<file path="src/rtl/fp_normalizer.sv">
// Post-add normalizer for IEEE-754 single precision: takes a raw 25-bit mantissa sum
// and the larger operand's exponent, then shifts one bit per cycle until normalized.
module fp_normalizer (
    input  logic        clk,
    input  logic        rst_n,
    input  logic        start,
    input  logic        sign_in,
    input  logic [7:0]  exp_in,
    input  logic [24:0] mant_in,
    output logic        busy,
    output logic        done,
    output logic [31:0] result,
    output logic        overflow,
    output logic        underflow
);

    typedef enum logic [1:0] {
        IDLE = 2'd0,
        NORM = 2'd1,
        DONE = 2'd2
    } state_t;

    state_t      r_state;
    state_t      w_nextState;

    logic        r_sign;
    logic [7:0]  r_exp;
    logic [24:0] r_mant;
    logic        r_ovfPend;
    logic        r_unfPend;

    logic [31:0] r_result;
    logic        r_overflow;
    logic        r_underflow;
    logic        r_done;

    logic        w_isZero;
    logic        w_carry;
    logic        w_normed;
    logic        w_needLeft;
    logic        w_underflow;
    logic        w_overflow;
    logic [31:0] w_finalResult;

    // Classification of the working mantissa, evaluated every NORM cycle
    assign w_isZero    = (r_mant == 25'd0);
    assign w_carry     = r_mant[24];
    assign w_normed    = (r_mant[24:23] == 2'b01);
    assign w_needLeft  = !w_isZero && (r_mant[24:23] == 2'b00);
    assign w_underflow = w_needLeft && (r_exp == 8'd1);
    assign w_overflow  = w_carry && (r_exp == 8'd254);

    always_comb begin
        w_finalResult = {r_sign, r_exp, r_mant[22:0]};
        if (r_ovfPend) begin
            w_finalResult = {r_sign, 8'hFF, 23'h0};
        end else if (r_unfPend || w_isZero) begin
            w_finalResult = {r_sign, 8'h00, 23'h0};
        end
    end

    always_ff @(posedge clk or negedge rst_n) begin
        if (!rst_n) begin
            r_state <= IDLE;
        end else begin
            r_state <= w_nextState;
        end
    end

    always_comb begin
        w_nextState = r_state;
        case (r_state)
            IDLE: begin
                if (start) begin
                    w_nextState = NORM;
                end
            end
            NORM: begin
                if (!w_needLeft || w_underflow) begin
                    w_nextState = DONE;
                end
            end
            DONE: begin
                w_nextState = IDLE;
            end
            default: begin
                w_nextState = IDLE;
            end
        endcase
    end

    // Working registers: captured on an accepted start, then shifted while in NORM
    always_ff @(posedge clk or negedge rst_n) begin
        if (!rst_n) begin
            r_sign    <= 1'b0;
            r_exp     <= 8'd0;
            r_mant    <= 25'd0;
            r_ovfPend <= 1'b0;
            r_unfPend <= 1'b0;
        end else begin
            case (r_state)
                IDLE: begin
                    if (start) begin
                        r_sign    <= sign_in;
                        r_exp     <= exp_in;
                        r_mant    <= mant_in;
                        r_ovfPend <= 1'b0;
                        r_unfPend <= 1'b0;
                    end
                end
                NORM: begin
                    if (w_carry) begin
                        r_mant    <= {1'b0, r_mant[24:1]};
                        r_exp     <= r_exp + 8'd1;
                        r_ovfPend <= w_overflow;
                    end else if (w_underflow) begin
                        r_unfPend <= 1'b1;
                    end else if (w_needLeft) begin
                        r_mant <= {r_mant[23:0], 1'b0};
                        r_exp  <= r_exp - 8'd1;
                    end
                end
                default: begin
                end
            endcase
        end
    end

    // Outputs are registered out of DONE and hold until the next accepted start
    always_ff @(posedge clk or negedge rst_n) begin
        if (!rst_n) begin
            r_result    <= 32'd0;
            r_overflow  <= 1'b0;
            r_underflow <= 1'b0;
            r_done      <= 1'b0;
        end else begin
            r_done <= 1'b0;
            if (r_state == IDLE && start) begin
                r_overflow  <= 1'b0;
                r_underflow <= 1'b0;
            end else if (r_state == DONE) begin
                r_done      <= 1'b1;
                r_result    <= w_finalResult;
                r_overflow  <= r_ovfPend;
                r_underflow <= r_unfPend;
            end
        end
    end

    assign busy      = (r_state == NORM) || (r_state == DONE);
    assign done      = r_done;
    assign result    = r_result;
    assign overflow  = r_overflow;
    assign underflow = r_underflow;

endmodule

</file>
<file path="config.mk">
export PLATFORM = sky130hd
export DESIGN_NAME = fp_normalizer
export DESIGN_NICKNAME = d
export VERILOG_FILES = /design/src/rtl/fp_normalizer.sv
export SDC_FILE = /design/constraint.sdc
export NUM_CORES = 1
export LEC_CHECK = 0
export CAP_MARGIN = 10
export CELL_PAD_IN_SITES_DETAIL_PLACEMENT = 0
export CELL_PAD_IN_SITES_GLOBAL_PLACEMENT = 1
export CORE_ASPECT_RATIO = 1.5
export CORE_MARGIN = 5
export CORE_UTILIZATION = 36
export DETAILED_ROUTE_END_ITERATION = 10
export GPL_TIMING_DRIVEN = 0
export PLACE_DENSITY_LB_ADDON = 0.1
export SETUP_SLACK_MARGIN = 0.2
export SYNTH_ARGS = -nofsm -noshare
export SYNTH_HDL_FRONTEND = slang
export SYNTH_SLANG_ARGS = --single-unit
</file>
<file path="constraint.sdc">
create_clock -name clk -period 2.7 [get_ports clk]
set_input_delay 0.405 -clock clk [delete_from_list [all_inputs] [get_ports clk]]
set_output_delay 0.405 -clock clk [all_outputs]
set_load 0.005 [all_outputs]
</file>
* Word level (Yosys, flattened, before mapping)
Cells that the tools add are included.
Widths: inputs -> output; s select.
** Storage, ports and cells
- Register bits after elaboration :: 73
- Output and inout port bits :: 36
** Cells by class
- $add $sub $neg :: 2
- Muxes and demuxes :: 27
- Eq/ne operators :: 11
- Reductions and logical operators :: 21
- Bitwise operators :: 1
** Operator list (number)
- $mux 25 :: 4
- $mux 31 :: 2
- $pmux 25 s2 :: 1
- $mux 8 :: 4
- $logic_not 25->1 :: 1
- $pmux 8 s2 :: 1
- $mux 1 :: 10
- $ne 2x2->1 const B :: 5
- $add 8x1->8 const B :: 1
- $eq 8x1->1 const B :: 1
- $eq 8x8->1 const B :: 1
- $reduce_and 2->1 :: 4
- $reduce_and 4->1 :: 2
- $sub 8x1->8 const B :: 1
- $ne 3x3->1 const B :: 2
- $logic_and 1x1->1 :: 4
- $logic_not 2->1 :: 2
- $mux 2 :: 2
- $pmux 1 s2 :: 2
- $pmux 2 s2 :: 1
- $reduce_bool 2->1 :: 2
- $logic_or 1x1->1 :: 3
- $reduce_and 3->1 :: 1
- $eq 2x1->1 const B :: 1
- 3 further kinds :: 4

* Depth between registers and ports, before layout
Gate-level depths: netlist of the first run.
- Word-level depth :: 7
- Mapped depth :: 8
- Mapped depth without buffers :: 7

* Worst setup path after synthesis of the first run
No wires, ideal clock.
- Path kind :: reg2reg
- From :: reg r_state[0]
- To :: reg r_ovfPend
- Data required time :: 2.579 ns
- Cell stages (with the launch flop) :: 8
- Slack :: 0.710 ns
- Arrival time :: 1.869 ns
- Buffers on the path :: 2
- Library setup time :: 0.121 ns
- Cells stage by stage :: dfrtp_1 -> inv_1 -> ha_1 -> clkbuf_1 -> mux2i_1 -> clkbuf_1 -> o32ai_1 -> a22o_1
** On the way
- Longest elaborated chain between the ends :: 3
- Elaborated cells between the ends (all ways) :: 7
- Those cells by class :: eq/ne (3); mux (1); reduce/logical (3)
** RTL lines
- start, declared :: line 23 : state_t r_state;
- start signal, assigned :: line 66 : r_state <= w_nextState;
- $eq 2x1->1 or $logic_not 2->1 (tied branches) :: line 101 : case (r_state)
- $ne 2x2->1 (no line) or $reduce_bool 2->1 (tied branches)
- $reduce_and 3->1 (no line)
- end signal, assigned :: line 115 : r_ovfPend <= w_overflow;
- end, declared :: line 29 : logic r_ovfPend;
Parallel ways exist; a longest one is shown, timed or not.
A chain may end at the register's enable or synchronous reset.

* Worst setup path after layout of the first run
- From :: reg r_mant[6]
- To :: reg r_result[19] (netlist: result[19])
** On the way
- Longest elaborated chain between the ends :: 4
** RTL lines
- start, declared :: line 28 : logic [24:0] r_mant;
- start signal, assigned :: line 106 : r_mant <= mant_in;
- start signal, assigned :: line 113 : r_mant <= {1'b0, r_mant[24:1]};
- start signal, assigned :: line 119 : r_mant <= {r_mant[23:0], 1'b0};
- $logic_not 25->1 :: line 46 : assign w_isZero = (r_mant == 25'd0);
- $logic_or 1x1->1 :: line 57 : end else if (r_unfPend || w_isZero) begin
- $mux 31 :: line 57
- $mux 31 :: line 55 : if (r_ovfPend) begin
- end signal, assigned :: line 143 : r_result <= w_finalResult;
- end, declared :: line 32 : logic [31:0] r_result;
No other way between the ends.

==> results of run 1 <==
-- placed cells by master (no fill, tap or decap), drive strengths merged, types with 2 or more instances in the layout --
master / count
a211oi: 6
a21oi: 10
a221o: 9
a222oi: 22
a22o: 26
a31oi: 6
buf: 7
bufinv: 4
clkbuf: 28
clkdlybuf4s50: 70
dfrtp: 73
ha: 7
inv: 30
mux2: 4
mux2i: 26
nand2: 6
nand2b: 4
nand3: 5
nand4: 4
nor2: 19
nor3: 2
nor3b: 3
nor4: 6
o21ai: 4
o22a: 5
o22ai: 3
or3: 2
-- kinds of logic (layout without fill, tap and decap cells) --
group | count (synthesis) | after routing | share of synthesized area, %
xor+xnor | 1 | 1 | 0.245
buf+inv | 54 | 142 | 6.37
simple gates | 54 | 54 | 7.70
compound gates | 99 | 99 | 23.6
mux | 30 | 30 | 8.54
flops | 73 | 73 | 51.1
fa+ha+maj | 7 | 7 | 2.45
-- what timing repair did --
action | CTS | global route
endpoints found under the hold margin | 15 | 0
hold buffers | 1 | 0
endpoints found under the setup margin | 10 | 30
gates resized for setup | 1 | 3
pin swaps | 0 | 0
-- power groups by stage --
stage | sequential, mW | clock [mW] | combinational, mW
floorplan | 2.02 | 0 | 1.70
global placement | 2.16 | 0 | 2.65
detailed placement | 2.16 | 0 | 2.71
CTS | 2.15 | 1.51 | 2.72
global route | 2.23 | 1.55 | 2.96
finish | 2.15 | 1.47 | 2.69
-- flip-flops by register name, summed over array words and instances (netlist names) --
register	cells
result	32
r_sign	1
r_unfPend	1
overflow	1
r_state	2
r_exp	8
underflow	1
r_ovfPend	1
done	1
r_mant	25
-- critical path: cells and delay by family, from the launching register on --
kind | cells | cell delay, ns
AOI/OAI and AO/OA | 1 | 0.26
buffers and inverters | 1 | 0.30
and+or+nand+nor | 4 | 1.27
DFF | 1 | 0.43
-- layer usage --
metal | track usage, % | wire length [um]
met4 | 7.75 | 151
met5 | 0 | 0
met3 | 3.43 | 468
met1 | 20.8 | 4120
met2 | 30.7 | 5500
-- per-stage QoR --
step / instance area, um^2 / hold WS [ns]
2_1_floorplan: 3570 / 0.109
3_5_place_dp: 4450 / 0.291
3_3_place_gp: 4430 / 0.483
4_1_cts: 4840 / 0.445
6_report: 4850 / 0.461
5_1_grt: 4850 / 0.503
-- final cells by class --
cell class,instances,area (um^2)
plain buffers,23,111
clock buffers,10,239
clock inverters,5,128
fillers,902,4840
inverters,31,116
multi-input cells,191,1540
flip-flops and latches,73,1830
well taps,115,144
repair buffers,73,746
-- how the worst min path moves through the flow --
stage,start,to,slack (ns),cells past startpoint
5_1_grt,start,underflow$_DFFE_PN0P_,0.50,2
4_1_cts,start,underflow$_DFFE_PN0P_,0.44,2
3_5_place_dp,rst_n,result[31]$_DFFE_PN0P_,0.29,1
2_1_floorplan,rst_n,done$_DFF_PN0_,0.11,0
3_3_place_gp,r_sign$_DFFE_PN0P_,result[31]$_DFFE_PN0P_,0.48,1
6_report,start,underflow$_DFFE_PN0P_,0.46,2
==> run_results.csv, run 1 <==
group,metric,value,unit
routing,wire_per_inst,19.7,um
yosys,seq_area_frac_synth,51.1,%
routing,routed-via-count,3011,
power,design_power_total,6.32,mW
power,power.net_switching,2.28,mW
sta,final-max-slew-violation-count,0,
yosys,synth.most_common_cell,"sky130_fd_sc_hd__dfrtp_1",
yosys,synth_top_cells_by_area,"sky130_fd_sc_hd__dfrtp_1 (51%), sky130_fd_sc_hd__mux2i_1 (7.3%), sky130_fd_sc_hd__a22o_1 (6.4%)",
global_route,grt_max_degree,59,
clock_tree,cts-root-buf,"sky130_fd_sc_hd__clkbuf_16",
global_route,antenna_violations_before_repair,0,
power,power.density_cell_area,1300,mW/mm^2
sta,timing.final.crit_period,2.38,ns
setup_path,crit_path_start_kind,"flop",
yosys,avg_synthesized_cell_area,11.2,um^2
final_layout,insertedDiodeCount,0,
die,coreArea,0.00969,mm^2
setup_path,crit-reg2reg-launch,"r_mant[6]$_DFFE_PN0P_",
global_route,grt_usage,17.6,%
place,dpl_worst_slack,0.185,ns
clock_tree,cts.clk_slew.worst_paths,0.06,ns
clock_tree,ctsLongestPathBuffers,2,
sta,worst_pin_slew,0.814,ns
power,vdd_drop_max,0.596,mV
place,detailed_place_hpwl,7420,um
run_status,outcome,"finished clean",
routing,detail_route.drc_violations,0,
setup_path,critical_path.endpoint,"result[19]$_DFFE_PN0P_",
yosys,synth_top_cell_by_area,"sky130_fd_sc_hd__dfrtp_1",
place,io_buffer_count,71,
power,combinationalPowerShare,42.6,%
clock_tree,tritoncts,"done",
sta,timing.final.crit_share,88.1,%
yosys,flip_flop_and_latch_count_after_synthesis,73,
setup_path,worst-endpoint-arrival,2.60,ns
sta,setup_repair_after_global_routing_missed_its_margin,"yes",
routing,ant_nets,0,
setup_path,crit_path_max_fanout,10,
die,initial_utilization,36.9,%
setup_path,timing.critical_path.from,"r_mant[6]$_DFFE_PN0P_",
sta,timing.final.setup_violations,0,
power,power.leakage,2.05,nW
power,power.switching_fraction,36.1,%
final_layout,layoutNonFillerInstCount,521,
min_path,holdCritPathClass,"primary input to flop",
setup_path,criticalPathCategory,"flop to flop",
sta,totalNegativeSetupSlack,0,ns
final_layout,nNetsFinal,446,
die,die_h,132,um
die,std_cell_rows,44,
yosys,synth_top_flop_cell,"sky130_fd_sc_hd__dfrtp_1",
place,placed_cells_incl_taps,505,
yosys,yosys-top-cells-count,"sky130_fd_sc_hd__dfrtp_1 (73), sky130_fd_sc_hd__inv_1 (29), sky130_fd_sc_hd__a22o_1 (26), sky130_fd_sc_hd__mux2i_1 (26), sky130_fd_sc_hd__a222oi_1 (22)",
yosys,share_of_the_synthesized_area_in_the_top_cell_type,51.1,%
setup_path,cp.required,2.92,ns
die,die_width,91.4,um
global_route,grt_pass1_wl,16800,um
global_route,globalRouteOverflowTotal,0,
global_route,vias_in_the_first_global_route,3157,
job,maxCapViolations,0,
power,share_seq_of_total_power,34.1,%
setup_path,timing.reg2reg.worst_path_depth,6,
yosys,synth.net_count,362,
routing,wirelength,10200,um
clock_tree,number_of_buffers_added_by_the_clock_tree_synthesis_step,9,
sta,slew-limit-headroom,45.6,%
final_layout,area.growth.synth_to_final,35.7,%
yosys,async_flop_share,100,%
routing,first_iter_violations,177,
setup_path,endpoint_kind,"flop",
clock_tree,cts_sinks,73,
yosys,post_synthesis_cell_area,0.00357,mm^2
yosys,post_synth_inst_count,318,
routing,first_pass_iters,6,
setup_path,crit_path_cell_trace,"nor4_1, nand4_1, nor2_1, nor3_1, clkbuf_1, a22o_1",
setup_path,slowest_delay,0.50,ns
yosys,synth_cell_types,42,
setup_path,setup.reg_to_reg.worst_slack,0.32,ns
die,die_area,0.0121,mm^2
sta,layout_setup_ws,0.321,ns
sta,hold_viol,0,
sta,clock.fmax,420,MHz
power,internal-power,4.04,mW
clock_tree,level_count_of_the_clock_h_tree,3,
final_layout,drive_above_1_share,8.87,%
final_layout,postLayoutCoreUtil,50.1,%
power,clockPowerShare,23.3,%
die,top_ports,73,
clock_tree,post_cts.repair.setup_buffers,0,
clock_tree,clock_latency,0.33,ns
routing,avgViaCountPerCell,5.78,
setup_path,regToRegEndpoint,"result[19]$_DFFE_PN0P_",
place,gp_congestion,0.861,
yosys,synth_edf_count,0,
setup_path,cpMaxStageDelayCell,"sky130_fd_sc_hd__nor4_1",
yosys,ys_warn_count,0,
sta,final.setup_skew,0.00462,ns
(Power assumes the default switching activity.)
==> run 2, diff against run 1 <==
--- a/config.mk
+++ b/config.mk
@@ -9,7 +9,6 @@
 export CELL_PAD_IN_SITES_DETAIL_PLACEMENT = 0
 export CELL_PAD_IN_SITES_GLOBAL_PLACEMENT = 1
 export CORE_ASPECT_RATIO = 1.5
-export CORE_MARGIN = 5
 export CORE_UTILIZATION = 36
 export DETAILED_ROUTE_END_ITERATION = 10
 export GPL_TIMING_DRIVEN = 0
==> constraint.sdc (replaced) <==
create_clock -name clk -period 2.07 [get_ports clk]
set_input_delay 0.3105 -clock clk [delete_from_list [all_inputs] [get_ports clk]]
set_output_delay 0.3105 -clock clk [all_outputs]
set_load 0.005 [all_outputs]
==> run_results.csv, run 2 (synthesized netlist as in run 1, its figures left out) <==
group,metric,value,unit
run_status,outcome,"finished clean",
place,detailed_place_hpwl,7150,um
routing,routed-via-count,3069,
global_route,grt_pass1_wl,17100,um
clock_tree,cts-root-buf,"sky130_fd_sc_hd__clkbuf_16",
final_layout,drive_above_1_share,21.1,%
sta,final.setup_skew,0.00691,ns
setup_path,endpoint_kind,"flop",
power,power.density_cell_area,1690,mW/mm^2
sta,hold_viol,0,
sta,setup_repair_after_global_routing_missed_its_margin,"yes",
setup_path,worst-endpoint-arrival,2.20,ns
global_route,grt_usage,21.9,%
global_route,vias_in_the_first_global_route,3242,
global_route,globalRouteOverflowTotal,0,
clock_tree,number_of_buffers_added_by_the_clock_tree_synthesis_step,9,
min_path,hold_path_end,"overflow$_DFFE_PN0P_",
die,initial_utilization,36.9,%
sta,final-max-slew-violation-count,0,
routing,first_pass_iters,6,
power,design_power_total,8.91,mW
final_layout,nNetsFinal,467,
routing,detail_route.drc_violations,0,
job,maxCapViolations,0,
setup_path,crit_path_start_kind,"flop",
place,io_buffer_count,71,
sta,clock.fmax,505,MHz
place,placed_cells_incl_taps,505,
setup_path,criticalPathCategory,"flop to flop",
setup_path,crit_path_cell_trace,"ha_4, nor3b_4, a21oi_2, o21ai_4, a21oi_4, buf_4, mux2_4",
min_path,worst_hold_startpoint,"start",
final_layout,insertedDiodeCount,0,
setup_path,cpMaxStageDelayCell,"sky130_fd_sc_hd__dfrtp_2",
routing,first_iter_violations,189,
setup_path,cp.required,2.29,ns
sta,slew-limit-headroom,64.0,%
power,power.leakage,2.24,nW
final_layout,postLayoutCoreUtil,54.4,%
min_path,holdCritPathClass,"primary input to flop",
clock_tree,clock_latency,0.34,ns
setup_path,regToRegEndpoint,"r_mant[23]$_DFFE_PN0P_",
global_route,antenna_violations_before_repair,0,
setup_path,setup.reg_to_reg.worst_slack,0.09,ns
power,vdd_drop_max,0.910,mV
die,std_cell_rows,44,
routing,avgViaCountPerCell,5.66,
final_layout,area.growth.synth_to_final,47.5,%
sta,worst_pin_slew,0.539,ns
sta,timing.final.crit_period,1.98,ns
sta,fin_worst_hold_slack,0.393,ns
clock_tree,ctsLongestPathBuffers,2,
routing,ant_nets,0,
setup_path,timing.reg2reg.worst_path_depth,7,
routing,wire_per_inst,19.4,um
global_route,grt_max_degree,57,
sta,totalNegativeSetupSlack,0,ns
setup_path,slowest_delay,0.43,ns
die,die_width,83.4,um
final_layout,layout.cells.most_common_list,"sky130_fd_sc_hd__dfrtp_1 (69), sky130_fd_sc_hd__clkdlybuf4s50_1 (69), sky130_fd_sc_hd__inv_1 (28), sky130_fd_sc_hd__a22o_1 (26), sky130_fd_sc_hd__mux2i_1 (25)",
place,gp_congestion,0.755,
sta,timing.final.crit_share,95.7,%
sta,timing.final.setup_violations,0,
clock_tree,cts_sinks,73,
setup_path,crit-reg2reg-launch,"r_exp[0]$_DFFE_PN0P_",
final_layout,largest_register_ff_count,32,
clock_tree,level_count_of_the_clock_h_tree,3,
clock_tree,tritoncts,"done",
min_path,holdPathStages,2,
die,die_h,124,um
setup_path,crit_path_max_fanout,6,
die,coreArea,0.00969,mm^2
final_layout,layoutNonFillerInstCount,542,
die,top_ports,73,
routing,wirelength,10500,um
die,die_area,0.0103,mm^2
clock_tree,cts.clk_slew.worst_paths,0.06,ns
run 2: how the worst max path moves through the flow:
stage,start,end
2_1_floorplan,r_exp[1]$_DFFE_PN0P_,r_mant[0]$_DFFE_PN0P_
3_3_place_gp,rst_n,result[11]$_DFFE_PN0P_
3_5_place_dp,r_exp[3]$_DFFE_PN0P_,r_mant[5]$_DFFE_PN0P_
4_1_cts,r_state[1]$_DFFE_PN0P_,r_mant[20]$_DFFE_PN0P_
5_1_grt,r_exp[0]$_DFFE_PN0P_,r_mant[4]$_DFFE_PN0P_
6_report,r_exp[0]$_DFFE_PN0P_,r_mant[23]$_DFFE_PN0P_
run 2: area by class of cell:
| cell class | instances | area, um^2 |
|---|---|---|
| inverter | 31 | 123 |
| timing repair buffer | 94 | 933 |
| fill | 864 | 4420 |
| multi-input combinational | 191 | 1710 |
| sequential | 73 | 1830 |
| buffer | 23 | 198 |
| clock inverter | 5 | 105 |
| clock buffer | 10 | 229 |
| tap | 115 | 144 |
run 2: per-stage QoR:
step                cell area (um^2)  setup slack (ns)
finish                          5270            0.0890
CTS                             5150             0.158
global route                    5270            0.0254
detailed placement              4460            -0.210
floorplan                       3580             0.182
global placement                4440             -2.04
run 2: layer usage:
layer	part of all wire (%)	vias to the layer above	global-route usage (%)
li1	-	1427	-
met1	40	1530	24.9
met2	53	84	38.3
met3	3.6	28	4.90
met4	3.8	0	11.6
met5	0	-	0
run 2: where the power goes:
| part | total (mW) | leakage, nW | internal, mW | switching [mW] |
|---|---|---|---|---|
| sequential | 2.86 | 0.888 | 2.12 | 0.740 |
| clock | 1.77 | 0.155 | 1.17 | 0.604 |
| combinational | 4.28 | 1.19 | 2.36 | 1.92 |
run 2: repair_timing:
| item | in CTS | in global routing |
|---|---|---|
| pin swaps | 11 | 8 |
| endpoints found under the hold margin | 17 | 0 |
| gates resized for setup | 55 | 25 |
| buffers inserted | 16 | 4 |
| hold buffers | 1 | 0 |
| cloned | 1 | 0 |
| endpoints found under the setup margin | 66 | 64 |
run 2: worst max-delay path: cells and delay by family, from the launching register on:
family | cells | cell delay [ns]
compound gates | 3 | 0.64
fa+ha+maj | 1 | 0.16
buf+inv | 1 | 0.17
flops | 1 | 0.43
mux | 1 | 0.28
simple gates | 1 | 0.17
